## src/rtl/pipe_pkg.sv

```systemverilog
// Shared definitions for the issue controller: func codes, instruction layout, operand-use decode.
package pipe_pkg;

    localparam int unsigned INSTR_BITS = 24;
    localparam int unsigned FUNC_W     = 4;
    localparam int unsigned REG_W      = 4;
    localparam int unsigned ADDR_W     = 8;

    localparam int unsigned FUNC_LSB = 20;
    localparam int unsigned RD_LSB   = 16;
    localparam int unsigned RS1_LSB  = 12;
    localparam int unsigned RS2_LSB  = 8;
    localparam int unsigned ADDR_LSB = 0;

    localparam logic [FUNC_W-1:0] FN_ADD = 4'd0;
    localparam logic [FUNC_W-1:0] FN_SUB = 4'd1;
    localparam logic [FUNC_W-1:0] FN_AND = 4'd2;
    localparam logic [FUNC_W-1:0] FN_MOV = 4'd3;
    localparam logic [FUNC_W-1:0] FN_NEG = 4'd4;
    localparam logic [FUNC_W-1:0] FN_OR  = 4'd5;
    localparam logic [FUNC_W-1:0] FN_XOR = 4'd6;
    localparam logic [FUNC_W-1:0] FN_CMP = 4'd7;
    localparam logic [FUNC_W-1:0] FN_LD  = 4'd8;
    localparam logic [FUNC_W-1:0] FN_ST  = 4'd9;
    localparam logic [FUNC_W-1:0] FN_SHR = 4'd10;
    localparam logic [FUNC_W-1:0] FN_SHL = 4'd11;
    localparam logic [FUNC_W-1:0] FN_LAST = FN_SHL;

    typedef struct packed {
        logic [FUNC_W-1:0] func;
        logic [REG_W-1:0]  rd;
        logic [REG_W-1:0]  rs1;
        logic [REG_W-1:0]  rs2;
        logic [ADDR_W-1:0] addr;
    } instr_t;

    // Round-robin pointer: which requester wins a tie.
    typedef enum logic {
        RR_REQ0 = 1'b0,
        RR_REQ1 = 1'b1
    } rr_e;

    function automatic instr_t unpack_instr(input logic [INSTR_BITS-1:0] w);
        instr_t r;
        r.func = w[FUNC_LSB +: FUNC_W];
        r.rd   = w[RD_LSB   +: REG_W];
        r.rs1  = w[RS1_LSB  +: REG_W];
        r.rs2  = w[RS2_LSB  +: REG_W];
        r.addr = w[ADDR_LSB +: ADDR_W];
        return r;
    endfunction

    function automatic logic is_illegal(input logic [FUNC_W-1:0] f);
        return f > FN_LAST;
    endfunction

    function automatic logic uses_rs1(input logic [FUNC_W-1:0] f);
        case (f)
            FN_ADD, FN_SUB, FN_AND, FN_OR, FN_XOR, FN_CMP,
            FN_MOV, FN_LD, FN_SHR, FN_SHL: return 1'b1;
            default:                       return 1'b0;
        endcase
    endfunction

    function automatic logic uses_rs2(input logic [FUNC_W-1:0] f);
        case (f)
            FN_ADD, FN_SUB, FN_AND, FN_OR, FN_XOR, FN_CMP,
            FN_NEG, FN_ST: return 1'b1;
            default:       return 1'b0;
        endcase
    endfunction

endpackage

```

## src/rtl/pipe_scoreboard.sv

```systemverilog
// In-flight destination tracker: WB_LAT-deep shift register with per-requester RAW match.
module pipe_scoreboard
    import pipe_pkg::*;
#(
    parameter int unsigned WB_LAT = 3
) (
    input  logic              clk,
    input  logic              rst,
    input  logic              ins_valid,
    input  logic [REG_W-1:0]  ins_rd,
    input  logic [FUNC_W-1:0] func0,
    input  logic [REG_W-1:0]  rs1_0,
    input  logic [REG_W-1:0]  rs2_0,
    input  logic [FUNC_W-1:0] func1,
    input  logic [REG_W-1:0]  rs1_1,
    input  logic [REG_W-1:0]  rs2_1,
    output logic              hazard0,
    output logic              hazard1,
    output logic              busy_next
);

    logic [WB_LAT-1:0] valid_q;
    logic [REG_W-1:0]  rd_q [WB_LAT];

    // Shift every cycle; newest acceptance enters at the head.
    always_ff @(posedge clk or posedge rst) begin
        if (rst) begin
            valid_q <= '0;
            for (int i = 0; i < int'(WB_LAT); i++) begin
                rd_q[i] <= '0;
            end
        end else begin
            valid_q[0] <= ins_valid;
            rd_q[0]    <= ins_rd;
            for (int i = 1; i < int'(WB_LAT); i++) begin
                valid_q[i] <= valid_q[i-1];
                rd_q[i]    <= rd_q[i-1];
            end
        end
    end

    // Only operands the func actually reads can collide with an in-flight rd.
    always_comb begin
        hazard0 = 1'b0;
        hazard1 = 1'b0;
        for (int i = 0; i < int'(WB_LAT); i++) begin
            if (valid_q[i]) begin
                if ((uses_rs1(func0) && rs1_0 == rd_q[i]) ||
                    (uses_rs2(func0) && rs2_0 == rd_q[i])) begin
                    hazard0 = 1'b1;
                end
                if ((uses_rs1(func1) && rs1_1 == rd_q[i]) ||
                    (uses_rs2(func1) && rs2_1 == rd_q[i])) begin
                    hazard1 = 1'b1;
                end
            end
        end
    end

    // Occupancy after the next edge: the insertion plus every entry not yet at the tail.
    always_comb begin
        busy_next = ins_valid;
        for (int i = 0; i + 1 < int'(WB_LAT); i++) begin
            busy_next = busy_next | valid_q[i];
        end
    end

endmodule

```

## src/rtl/pipe_issue_ctrl.sv

```systemverilog
// Two-requester round-robin issue controller with RAW hold-off and illegal-op drop.
module pipe_issue_ctrl
    import pipe_pkg::*;
#(
    parameter int unsigned INSTR_W = 24,
    parameter int unsigned WB_LAT  = 3,
    parameter int unsigned CNT_W   = 16
) (
    input  logic               clk,
    input  logic               rst,
    input  logic               req0_valid,
    input  logic [INSTR_W-1:0] req0_instr,
    output logic               req0_ready,
    input  logic               req1_valid,
    input  logic [INSTR_W-1:0] req1_instr,
    output logic               req1_ready,
    input  logic               hold,
    output logic               iss_valid,
    output logic [REG_W-1:0]   iss_rs1,
    output logic [REG_W-1:0]   iss_rs2,
    output logic [REG_W-1:0]   iss_rd,
    output logic [FUNC_W-1:0]  iss_func,
    output logic [ADDR_W-1:0]  iss_addr,
    output logic               iss_src,
    output logic               busy,
    output logic               err_pulse,
    output logic [CNT_W-1:0]   issue_cnt,
    output logic [CNT_W-1:0]   err_cnt
);

    instr_t ins0;
    instr_t ins1;
    instr_t sel;
    logic   ill0, ill1, haz0, haz1;
    logic   elig0, elig1, grant0, grant1;
    logic   accept, sel_ill, legal_acc, sb_busy_next;
    rr_e    rr_q, rr_d;

    assign ins0 = unpack_instr(req0_instr);
    assign ins1 = unpack_instr(req1_instr);
    assign ill0 = is_illegal(ins0.func);
    assign ill1 = is_illegal(ins1.func);

    pipe_scoreboard #(
        .WB_LAT (WB_LAT)
    ) u_sb (
        .clk       (clk),
        .rst       (rst),
        .ins_valid (legal_acc),
        .ins_rd    (sel.rd),
        .func0     (ins0.func),
        .rs1_0     (ins0.rs1),
        .rs2_0     (ins0.rs2),
        .func1     (ins1.func),
        .rs1_1     (ins1.rs1),
        .rs2_1     (ins1.rs2),
        .hazard0   (haz0),
        .hazard1   (haz1),
        .busy_next (sb_busy_next)
    );

    // Eligibility and arbitration; a lone eligible requester wins regardless of the pointer.
    always_comb begin
        elig0     = req0_valid && !hold && (ill0 || !haz0);
        elig1     = req1_valid && !hold && (ill1 || !haz1);
        grant0    = elig0 && (!elig1 || rr_q == RR_REQ0);
        grant1    = elig1 && (!elig0 || rr_q == RR_REQ1);
        accept    = grant0 || grant1;
        sel       = grant1 ? ins1 : ins0;
        sel_ill   = grant1 ? ill1 : ill0;
        legal_acc = accept && !sel_ill;
    end

    // Pointer moves to the non-winner after any acceptance, legal or not.
    always_comb begin
        rr_d = rr_q;
        if (grant0) begin
            rr_d = RR_REQ1;
        end else if (grant1) begin
            rr_d = RR_REQ0;
        end
    end

    // Ready is the acceptance strobe itself; forced low while reset is asserted.
    assign req0_ready = grant0 && !rst;
    assign req1_ready = grant1 && !rst;

    // Issue registers, counters and the round-robin pointer.
    always_ff @(posedge clk or posedge rst) begin
        if (rst) begin
            rr_q      <= RR_REQ0;
            iss_valid <= 1'b0;
            iss_rs1   <= '0;
            iss_rs2   <= '0;
            iss_rd    <= '0;
            iss_func  <= '0;
            iss_addr  <= '0;
            iss_src   <= 1'b0;
            busy      <= 1'b0;
            err_pulse <= 1'b0;
            issue_cnt <= '0;
            err_cnt   <= '0;
        end else begin
            rr_q      <= rr_d;
            iss_valid <= legal_acc;
            err_pulse <= accept && sel_ill;
            busy      <= legal_acc || sb_busy_next;
            if (legal_acc) begin
                iss_rs1   <= sel.rs1;
                iss_rs2   <= sel.rs2;
                iss_rd    <= sel.rd;
                iss_func  <= sel.func;
                iss_addr  <= sel.addr;
                iss_src   <= grant1;
                issue_cnt <= issue_cnt + CNT_W'(1);
            end
            if (accept && sel_ill && err_cnt != '1) begin
                err_cnt <= err_cnt + CNT_W'(1);
            end
        end
    end

endmodule

```

## config.mk

```make
export PLATFORM = sky130hd
export DESIGN_NAME = pipe_issue_ctrl
export DESIGN_NICKNAME = d
export VERILOG_FILES = /design/src/rtl/pipe_pkg.sv /design/src/rtl/pipe_scoreboard.sv /design/src/rtl/pipe_issue_ctrl.sv
export SDC_FILE = /design/constraint.sdc
export NUM_CORES = 1
export LEC_CHECK = 0
export ABC_AREA = 0
export CAP_MARGIN = 20
export CORE_MARGIN = 3
export CORE_UTILIZATION = 47
export DETAILED_ROUTE_END_ITERATION = 8
export GPL_TIMING_DRIVEN = 0
export PLACE_DENSITY = 0.8
export SYNTH_ARGS = -nofsm -noshare
export SYNTH_HDL_FRONTEND = slang
export SYNTH_SLANG_ARGS = --single-unit
```

## constraint.sdc

```tcl
create_clock -name clk -period 3.3 [get_ports clk]
set_clock_uncertainty 0.1 [all_clocks]
set_input_delay 0.33 -clock clk [delete_from_list [all_inputs] [get_ports clk]]
set_output_delay 0.33 -clock clk [all_outputs]
set_load 0.02 [all_outputs]
```

After elaboration in Yosys (flattened, before gate mapping)
Memory sizes are Yosys's and may differ from the RTL's.
Cells that the tools add are included.
Word-level totals
  memories: 12
  bits in read-only memories: 192
  latch bits: 0
  register bits after elaboration: 76
  RAM bits: 0
Memories
  (name not given): depth 16, bits a word 1, rd ports 1, clocked after Yosys merged registers in 0, write ports 0, line pipe_pkg.sv:58  | case (f)
  (name not given): depth 16, bits a word 1, rd ports 1, clocked after Yosys merged registers in 0, write ports 0, line pipe_pkg.sv:66  | case (f)
  (name not given): depth 16, bits a word 1, rd ports 1, clocked after Yosys merged registers in 0, write ports 0, line pipe_pkg.sv:58
  (name not given): depth 16, bits a word 1, rd ports 1, clocked after Yosys merged registers in 0, write ports 0, line pipe_pkg.sv:66
  (name not given): depth 16, bits a word 1, rd ports 1, clocked after Yosys merged registers in 0, write ports 0, line pipe_pkg.sv:58
  (name not given): depth 16, bits a word 1, rd ports 1, clocked after Yosys merged registers in 0, write ports 0, line pipe_pkg.sv:66
  6 more memories
Cells by class
  muxes and demuxes: 28
  multiply operators: 0
  shifts and indexed selects: 0
  add/subtract/negate cells: 2
  magnitude comparators: 2
  div/mod/pow operators: 0
  bitwise gates (word level): 3
  reductions and logical operators: 43
  eq/ne operators: 13
Operators with widths (number)
  equality test 4 bit: 12
  adder 16 x 1 -> 16 bit, second input constant: 2
  2-to-1 mux 1 bit: 27
  2-to-1 mux 24 bit: 1
  logical AND 1 bit: 23
  inequality test 16 bit, second input constant: 1
  logical OR 1 bit: 12
  greater-than comparator 4 bit, second input constant: 2
  logical NOT 1 bit: 7
  OR 1 bit: 2
  nonzero test 2 bit: 1
  NOT 1 bit: 1

Depth between registers and ports, before layout
Gate-level depths: netlist of the first run.
An unclocked memory read counts as a cell.
  depth in word-level cells: 22
  depth in mapped cells: 12

Hierarchy
Synthesis of the first run repeated with hierarchy kept, for this count alone.
Unflattened totals
  cell total of the unflattened synthesis: 356
  area, all modules: 3975.1 µm²
By module, submodules not included
  pipe_issue_ctrl: instances 1, area an instance 2947.8 µm², cells each 259
  pipe_scoreboard: instances 1, area an instance 1027.2 µm², cells each 97

Worst setup path before layout of the first run
Ideal clock, no wire load.
  kind: input -> output
  from: in rst
  to: out req1_ready
  slack: 0.563 ns
  arrival: 2.307 ns
  required time: 2.870 ns
  stages on the path: 2
  cell sequence: inv_1 > and2_1
Between the ends
  longest elaborated chain between the ends: 2
Ends and longest elaborated chain
  from (decl): line pipe_issue_ctrl.sv:10  | input logic rst,
  logical NOT 1 bit (no source line)
  logical AND 1 bit: line pipe_issue_ctrl.sv:86  | assign req1_ready = grant1 && !rst;
  to (decl): line pipe_issue_ctrl.sv:16  | output logic req1_ready,
Every way passes these cells.

Worst setup path after layout of the first run
  from: in req0_instr[12]
  to: reg iss_rd[0]
Between the ends
  longest elaborated chain between the ends: 18
Ends and longest elaborated chain
  from (decl): line pipe_issue_ctrl.sv:12  | input logic [INSTR_W-1:0] req0_instr,
  equality test 4 bit: line pipe_scoreboard.sv:48  | if ((uses_rs1(func0) && rs1_0 == rd_q[i]) ||
  logical AND 1 bit: line pipe_scoreboard.sv:48
  logical OR 1 bit: line pipe_scoreboard.sv:48
  2-to-1 mux 1 bit: line pipe_scoreboard.sv:48
  2-to-1 mux 1 bit: line pipe_scoreboard.sv:47  | if (valid_q[i]) begin
  2-to-1 mux 1 bit: line pipe_scoreboard.sv:48
  2-to-1 mux 1 bit: line pipe_scoreboard.sv:47
  2-to-1 mux 1 bit: line pipe_scoreboard.sv:48
  (+2 left out)
  logical OR 1 bit (*): line pipe_issue_ctrl.sv:64  | elig0 = req0_valid && !hold && (ill0 || !haz0);
  logical AND 1 bit (*): line pipe_issue_ctrl.sv:64
  logical NOT 1 bit: line pipe_issue_ctrl.sv:67  | grant1 = elig1 && (!elig0 || rr_q == RR_REQ1);
  logical OR 1 bit: line pipe_issue_ctrl.sv:67
  logical AND 1 bit: line pipe_issue_ctrl.sv:67
  2-to-1 mux 1 bit: line pipe_issue_ctrl.sv:70  | sel_ill = grant1 ? ill1 : ill0;
  logical NOT 1 bit: line pipe_issue_ctrl.sv:71  | legal_acc = accept && !sel_ill;
  logical AND 1 bit: line pipe_issue_ctrl.sv:71
  to (signal assigned): line pipe_issue_ctrl.sv:111  | iss_rd <= sel.rd;
  to (decl): line pipe_issue_ctrl.sv:21  | output logic [REG_W-1:0] iss_rd,
Mark *: on every way between the ends. The rest lies on a longest branch, timed or not.
A chain may end at the register's enable or synchronous reset.

==> results of run 1 <==
## where the power goes
part,internal (mW),leakage [nW],switching (mW)
registers,1.10,0.937,0.165
logic,0.540,1.37,0.558
clock network,0.387,0.106,0.332
total,2.03,2.42,1.06
## through the flow
stage	utilization, %	cell area, sq um
2_1_floorplan	-	3860
3_3_place_gp	65.4	5130
3_5_place_dp	65.7	5160
4_1_cts	68.4	5370
5_1_grt	68.8	5400
6_report	68.8	5400
## sequential cells by signal, indices dropped and copies added (netlist names)
register and cells:
busy 1, err_cnt 16, u_sb.rd_q 12, iss_rs1 4
iss_func 4, u_sb.valid_q 3, err_pulse 1, iss_addr 8
iss_rs2 4, iss_src 1, iss_rd 4, rr_q 1
issue_cnt 16
## cell usage after synthesis, types with 7 or more instances
| library cell | count |
|---|---|
| xnor2_1 | 15 |
| o21ai_0 | 9 |
| xor2_1 | 61 |
| o21ai_1 | 11 |
| dfrtp_1 | 75 |
| a22o_1 | 7 |
| mux2i_1 | 22 |
| nor4_1 | 15 |
| mux2_2 | 11 |
| and3_1 | 11 |
| nand2_1 | 38 |
## final cells by class
class | instances | area, sq um
plain buffers | 10 | 98.8
well taps | 102 | 128
flip-flops and latches | 75 | 1880
fillers | 609 | 2450
inverters | 3 | 13.8
repair buffers | 115 | 1180
multi-input cells | 254 | 1890
clock inverters | 4 | 48.8
clock buffers | 11 | 151
## kinds of logic after synthesis
group           share of synthesized area [%]
mux                                      8.91
buf+inv                                  2.75
flops                                    48.6
fa+ha+maj                               0.648
compound gates                           6.71
simple gates                             15.1
xor+xnor                                 17.2
## per-layer routing
layer  GRT usage [%]  share of wire, %  vias up
met3            5.05               5.5       18
met5               0                 0        -
met1            30.2                42     1546
met2            38.2                50      105
li1                -                 -     1445
met4            9.50               2.1        0
## placed cells by master, fill, tap and decap left out, types with 3 or more instances in the layout
cell type,netlist,layout
a22o_1,7,7
and2_1,3,3
and3_1,11,11
buf_6,6,5
clkbuf_8,0,11
clkdlybuf4s50_1,0,103
dfrtp_1,75,72
dfrtp_2,0,3
dlymetal6s2s_1,0,9
mux2_2,11,11
mux2i_1,22,22
nand2_1,38,38
nand3_1,6,6
nand4_1,5,5
nor2_1,3,3
nor2b_1,3,3
nor3_1,6,6
nor3b_2,3,3
nor4_1,15,13
o21ai_0,9,9
o21ai_1,11,11
xnor2_1,15,15
xor2_1,61,61
## path summary, 6_finish.rpt
path	to	slack, ns	depth (start not counted)
max reg2reg	err_cnt[8]	0.36	11
min reg2reg	u_sb.valid_q[2]	0.35	0
max	iss_rd[0]	0.25	11
min in group clk	iss_func[3]	0.35	3
max in group asynchronous	u_sb.rd_q[11]	2.31	3
min	err_pulse	0.22	2
## timing repair
action	in CTS	in global routing
cloned	0	0
resized for setup	5	15
pin swaps	1	2
endpoints found under the setup margin	2	2
## critical path: stages
cell	delay [ns]
clkdlybuf4s50_1	0.60
xor2_1	0.18
nor4_1	0.08
a22o_1	0.24
a22oi_1	0.23
nand4b_1	0.14
and4b_1	0.25
buf_12	0.17
a22oi_4	0.37
buf_6	0.22
mux2_2	0.35
==> impl_metrics.json, run 1 <==
{
  "powerDensity_nw_per_um2": 572,
  "rsz0062_at_grt": "no",
  "cp-start-kind": "primary input",
  "dp_slack_ns": -0.510,
  "final.setup.tns_ns": 0,
  "grt_max_degree": 58,
  "post-route-min-period_ns": 3.05,
  "crit_required_ns": 3.42,
  "synth_flop_cell": "dfrtp_1",
  "dp.cells": 560,
  "die_w_um": 96.6,
  "drc": 0,
  "synthArstFlopShare_pct": 100,
  "rows": 32,
  "drive_gt1_share_pct": 11.0,
  "pin_count": 115,
  "hold_buffers": 0,
  "synth_area_leaders": "dfrtp_1 (49%), xor2_1 (14%), mux2i_1 (5.7%)",
  "num_vias": 3114,
  "yosysSeqAreaShare_pct": 48.6,
  "routed_wl_mm": 10.4,
  "grt_pass1_wl_mm": 17.8,
  "finalHoldViolations": 0,
  "post_cts_buffers": 0,
  "end_kind": "register",
  "gp_congestion": 0.861,
  "status": "finished, final reports clean",
  "ir_drop_v": 0.000513,
  "dp_hpwl_mm": 7.73,
  "synth_top_cell_by_area": "dfrtp_1",
  "finalHoldWorstSlack_ns": 0.215,
  "root_buffer": "clkbuf_8",
  "path_class": "in2reg",
  "cts_buffer_depth": 2,
  "cts.sinks": 75,
  "netlist_instances": 343,
  "worstMarginPinSlew_ns": 0.398,
  "leakage_nw": 2.42,
  "num_antenna_cells": 0,
  "syn-num-nets": 398,
  "core_area_sq_um": 7850,
  "antenna_left": 0,
  "setup_ws_ns": 0.246,
  "arrival_ns": 3.18,
  "setup_violations": 0,
  "stdcell_count": 574,
  "hold_class": "in2async",
  "cts_tree": "yes",
  "grt_pass1_vias": 3376,
  "htreeDepth": 3,
  "finalCritPeriodShare_pct": 92.6,
  "maxSlewHeadroom_pct": 73.5,
  "cts-buffers-inserted": 9,
  "cap_viol_max_count": 0,
  "gr-total-overflow": 0,
  "fmax_mhz": 327,
  "yosysWarnings": 0,
  "vias_per_cell": 5.43,
  "reg2reg_from": "u_sb.rd_q[10]",
  "synth.distinct_cells": 43,
  "syn_area_per_cell_sq_um": 11.3,
  "start_util_pct": 49.2,
  "syn_area_sq_um": 3860,
  "crit_path_start": "req0_instr[12]",
  "clk_pin_slew_worst_paths_ns": 0.08,
  "design.die.area_sq_um": 9340,
  "yosys_register_bits": 75,
  "synth_edf_count": 0,
  "drt-pass1-iter-count": 4,
  "drv_slew": 0,
  "p_total_mw": 3.09,
  "path_max_fanout": 19,
  "port_buffers": 114,
  "die_y_um": 96.6,
  "drt_iter0_drc": 108,
  "clock_latency_ns": 0.34,
  "synth_top_cell_area_share_pct": 48.6,
  "grtUsageTotal_pct": 23.4,
  "areaGrowthSynthToFinish_pct": 39.8,
  "grt_antenna_before_repair": 0,
  "fin_nets": 523,
  "routedWlPerCell_um": 18.1
}
No activity file was read; power rests on OpenSTA's default activity.
==> run 2: changes to the inputs <==
- CORE_MARGIN: 3 -> 2
==> run 2 against run 1 <==
Final area fell by 0.12%. Sequential cell count did not move. Total power fell by 0.23%. Global-route usage fell by 1.1 points. Sequential power barely moved. Clock power rose by 2%. First-iteration DRC count rose by 57%. Final cell count rose by 0.70%. Critical endpoint is now req1_ready. Largest cell class unchanged. Largest power group unchanged.
==> impl_metrics.json, run 2 (same netlist as run 1, synthesis figures left out) <==
{
  "num_vias": 3079,
  "setup_ws_ns": 0.111,
  "vias_per_cell": 5.33,
  "gr-total-overflow": 0,
  "drc": 0,
  "path_class": "in2out",
  "areaGrowthSynthToFinish_pct": 39.6,
  "routedWlPerCell_um": 16.7,
  "htreeDepth": 3,
  "cts_buffer_depth": 2,
  "cts-buffers-inserted": 9,
  "final_cell_mix": "clkdlybuf4s50_1 (108), dfrtp_1 (75), xor2_1 (61), nand2_1 (38), mux2i_1 (22)",
  "start_util_pct": 47.7,
  "p_clk_share_pct": 23.8,
  "hold_class": "in2async",
  "worstMarginPinSlew_ns": 0.379,
  "post-route-min-period_ns": 3.19,
  "path_max_fanout": 19,
  "grt_pass1_wl_mm": 15.3,
  "critPathBufInv": 3,
  "cts_tree": "yes",
  "ir_drop_v": 0.000490,
  "crit_slowest_cell": "clkdlybuf4s50_1",
  "rows": 33,
  "clk_pin_slew_worst_paths_ns": 0.08,
  "core_area_sq_um": 8090,
  "pin_count": 115,
  "drv_slew": 0,
  "clock_latency_ns": 0.33,
  "crit_path_start": "req1_instr[15]",
  "finalHoldViolations": 0,
  "seq_power_share_pct": 41.1,
  "p_total_mw": 3.08,
  "die_w_um": 94.6,
  "arrival_ns": 2.76,
  "maxSlewHeadroom_pct": 74.5,
  "pwr-share-comb_pct": 35.1,
  "die_y_um": 94.6,
  "cp-start-kind": "primary input",
  "drt-pass1-iter-count": 4,
  "fin_nets": 523,
  "reg2reg_from": "u_sb.rd_q[7]",
  "largest_registers": "err_cnt x16, issue_cnt x16, u_sb.rd_q x12",
  "cts.sinks": 75,
  "dp_hpwl_mm": 7.20,
  "grt_util_met1_pct": 30.9,
  "grt_pass1_vias": 3051,
  "routed_wl_mm": 9.66,
  "crit_chain": "clkdlybuf4s50_1, xor2_1, nor4_1, a22o_1, a222oi_1, and4b_2, buf_12, and2_1, clkdlybuf4s15_1",
  "grt_use_met3_pct": 5.35,
  "grtUsageTotal_pct": 22.2,
  "gp_congestion": 0.897,
  "dp_slack_ns": -0.498,
  "finalHoldWorstSlack_ns": 0.220,
  "p_int_mw": 2.03,
  "grt_use_met2_pct": 35.1,
  "drive_gt1_share_pct": 10.4,
  "switchingPower_mw": 1.04,
  "end_kind": "output port",
  "port_buffers": 114,
  "root_buffer": "clkbuf_8",
  "num_antenna_cells": 0,
  "cap_viol_max_count": 0,
  "design.die.area_sq_um": 8950,
  "grt-busiest-layer": "met2",
  "drt_iter0_drc": 170,
  "grt_max_degree": 65,
  "worst_path_largest_cell_delay_ns": 0.62,
  "finalCritPeriodShare_pct": 96.6,
  "swShare_pct": 33.9,
  "setup_violations": 0,
  "antenna_left": 0,
  "powerDensity_nw_per_um2": 571,
  "crit_required_ns": 2.87,
  "rsz0062_at_grt": "no",
  "utilization_pct": 66.6,
  "leakage_nw": 2.36,
  "nFillCells": 659,
  "final_common_cell": "clkdlybuf4s50_1",
  "fmax_mhz": 314,
  "path_delay_family": "buffers and inverters",
  "grt_antenna_before_repair": 0,
  "status": "finished, final reports clean"
}
==> run 2: cell count changes in the layout (fill, tap and decap cells not counted), moves of 2 or more <==
cell,before,now
clkdlybuf4s50_1,103,108
clkinvlp_4,0,2
dfrtp_1,72,75
dfrtp_2,3,0
dlymetal6s2s_1,9,3
==> run 2: power by group through the flow <==
stage / sequential, mW / combinational [mW] / clock [mW]
after floorplan: 1.46 / 0.361 / 0
after global placement: 1.28 / 1.06 / 0
after detailed placement: 1.28 / 1.09 / 0
after CTS: 1.27 / 1.09 / 0.753
after global routing: 1.29 / 1.16 / 0.799
final: 1.27 / 1.08 / 0.733
==> run 2: through the flow <==
stage	cell area (sq um)	setup TNS (ns)	cells
after detailed placement	5160	-0.969	563
final	5390	0	578
after global placement	5130	-22.51	562
after floorplan	3860	0	343
after global routing	5390	0	578
after CTS	5370	0	578
==> run 2: worst reg2reg max path, stage by stage (launching register included) <==
cell,delay [ns]
dfrtp_1,0.47
xor2_1,0.18
nor4_1,0.40
a22o_1,0.21
a222oi_1,0.09
and3_1,0.24
o2bb2ai_1,0.34
and2_0,0.19
buf_2,0.17
buf_4,0.20
nand4_1,0.13
xnor2_1,0.14
==> run 2: per-layer routing <==
metal | vias to the layer above | share of wire [%]
met1 | 1515 | 45
met2 | 103 | 47
met4 | 0 | 1.2
met3 | 10 | 6.6
li1 | 1451 | -
met5 | - | 0
==> run 2: final timing paths <==
kind	to	slack, ns	cells after the start
min	u_sb.rd_q[2]	0.22	2
max	req1_ready	0.11	9
min reg2reg	u_sb.valid_q[2]	0.34	0
max reg2reg	err_cnt[8]	0.34	11
min in group clk	u_sb.valid_q[2]	0.34	0
max in group asynchronous	issue_cnt[4]	2.32	3
==> run 2: layout make-up <==
| cell class | instances | area, sq um | share of cell area, % |
|---|---|---|---|
| inverter | 3 | 13.8 | 0.255 |
| tap | 105 | 131 | 2.44 |
| multi-input combinational | 254 | 1880 | 35.0 |
| buffer | 10 | 98.8 | 1.83 |
| clock buffer | 11 | 151 | 2.81 |
| sequential | 75 | 1880 | 34.8 |
| clock inverter | 5 | 58.8 | 1.09 |
| timing repair buffer | 115 | 1170 | 21.8 |
==> run 2: timing repair <==
item,CTS,global route
pin swaps,1,0
hold buffers,0,0
setup buffers,0,0
setup endpoints to repair,2,1
gates resized for setup,5,6
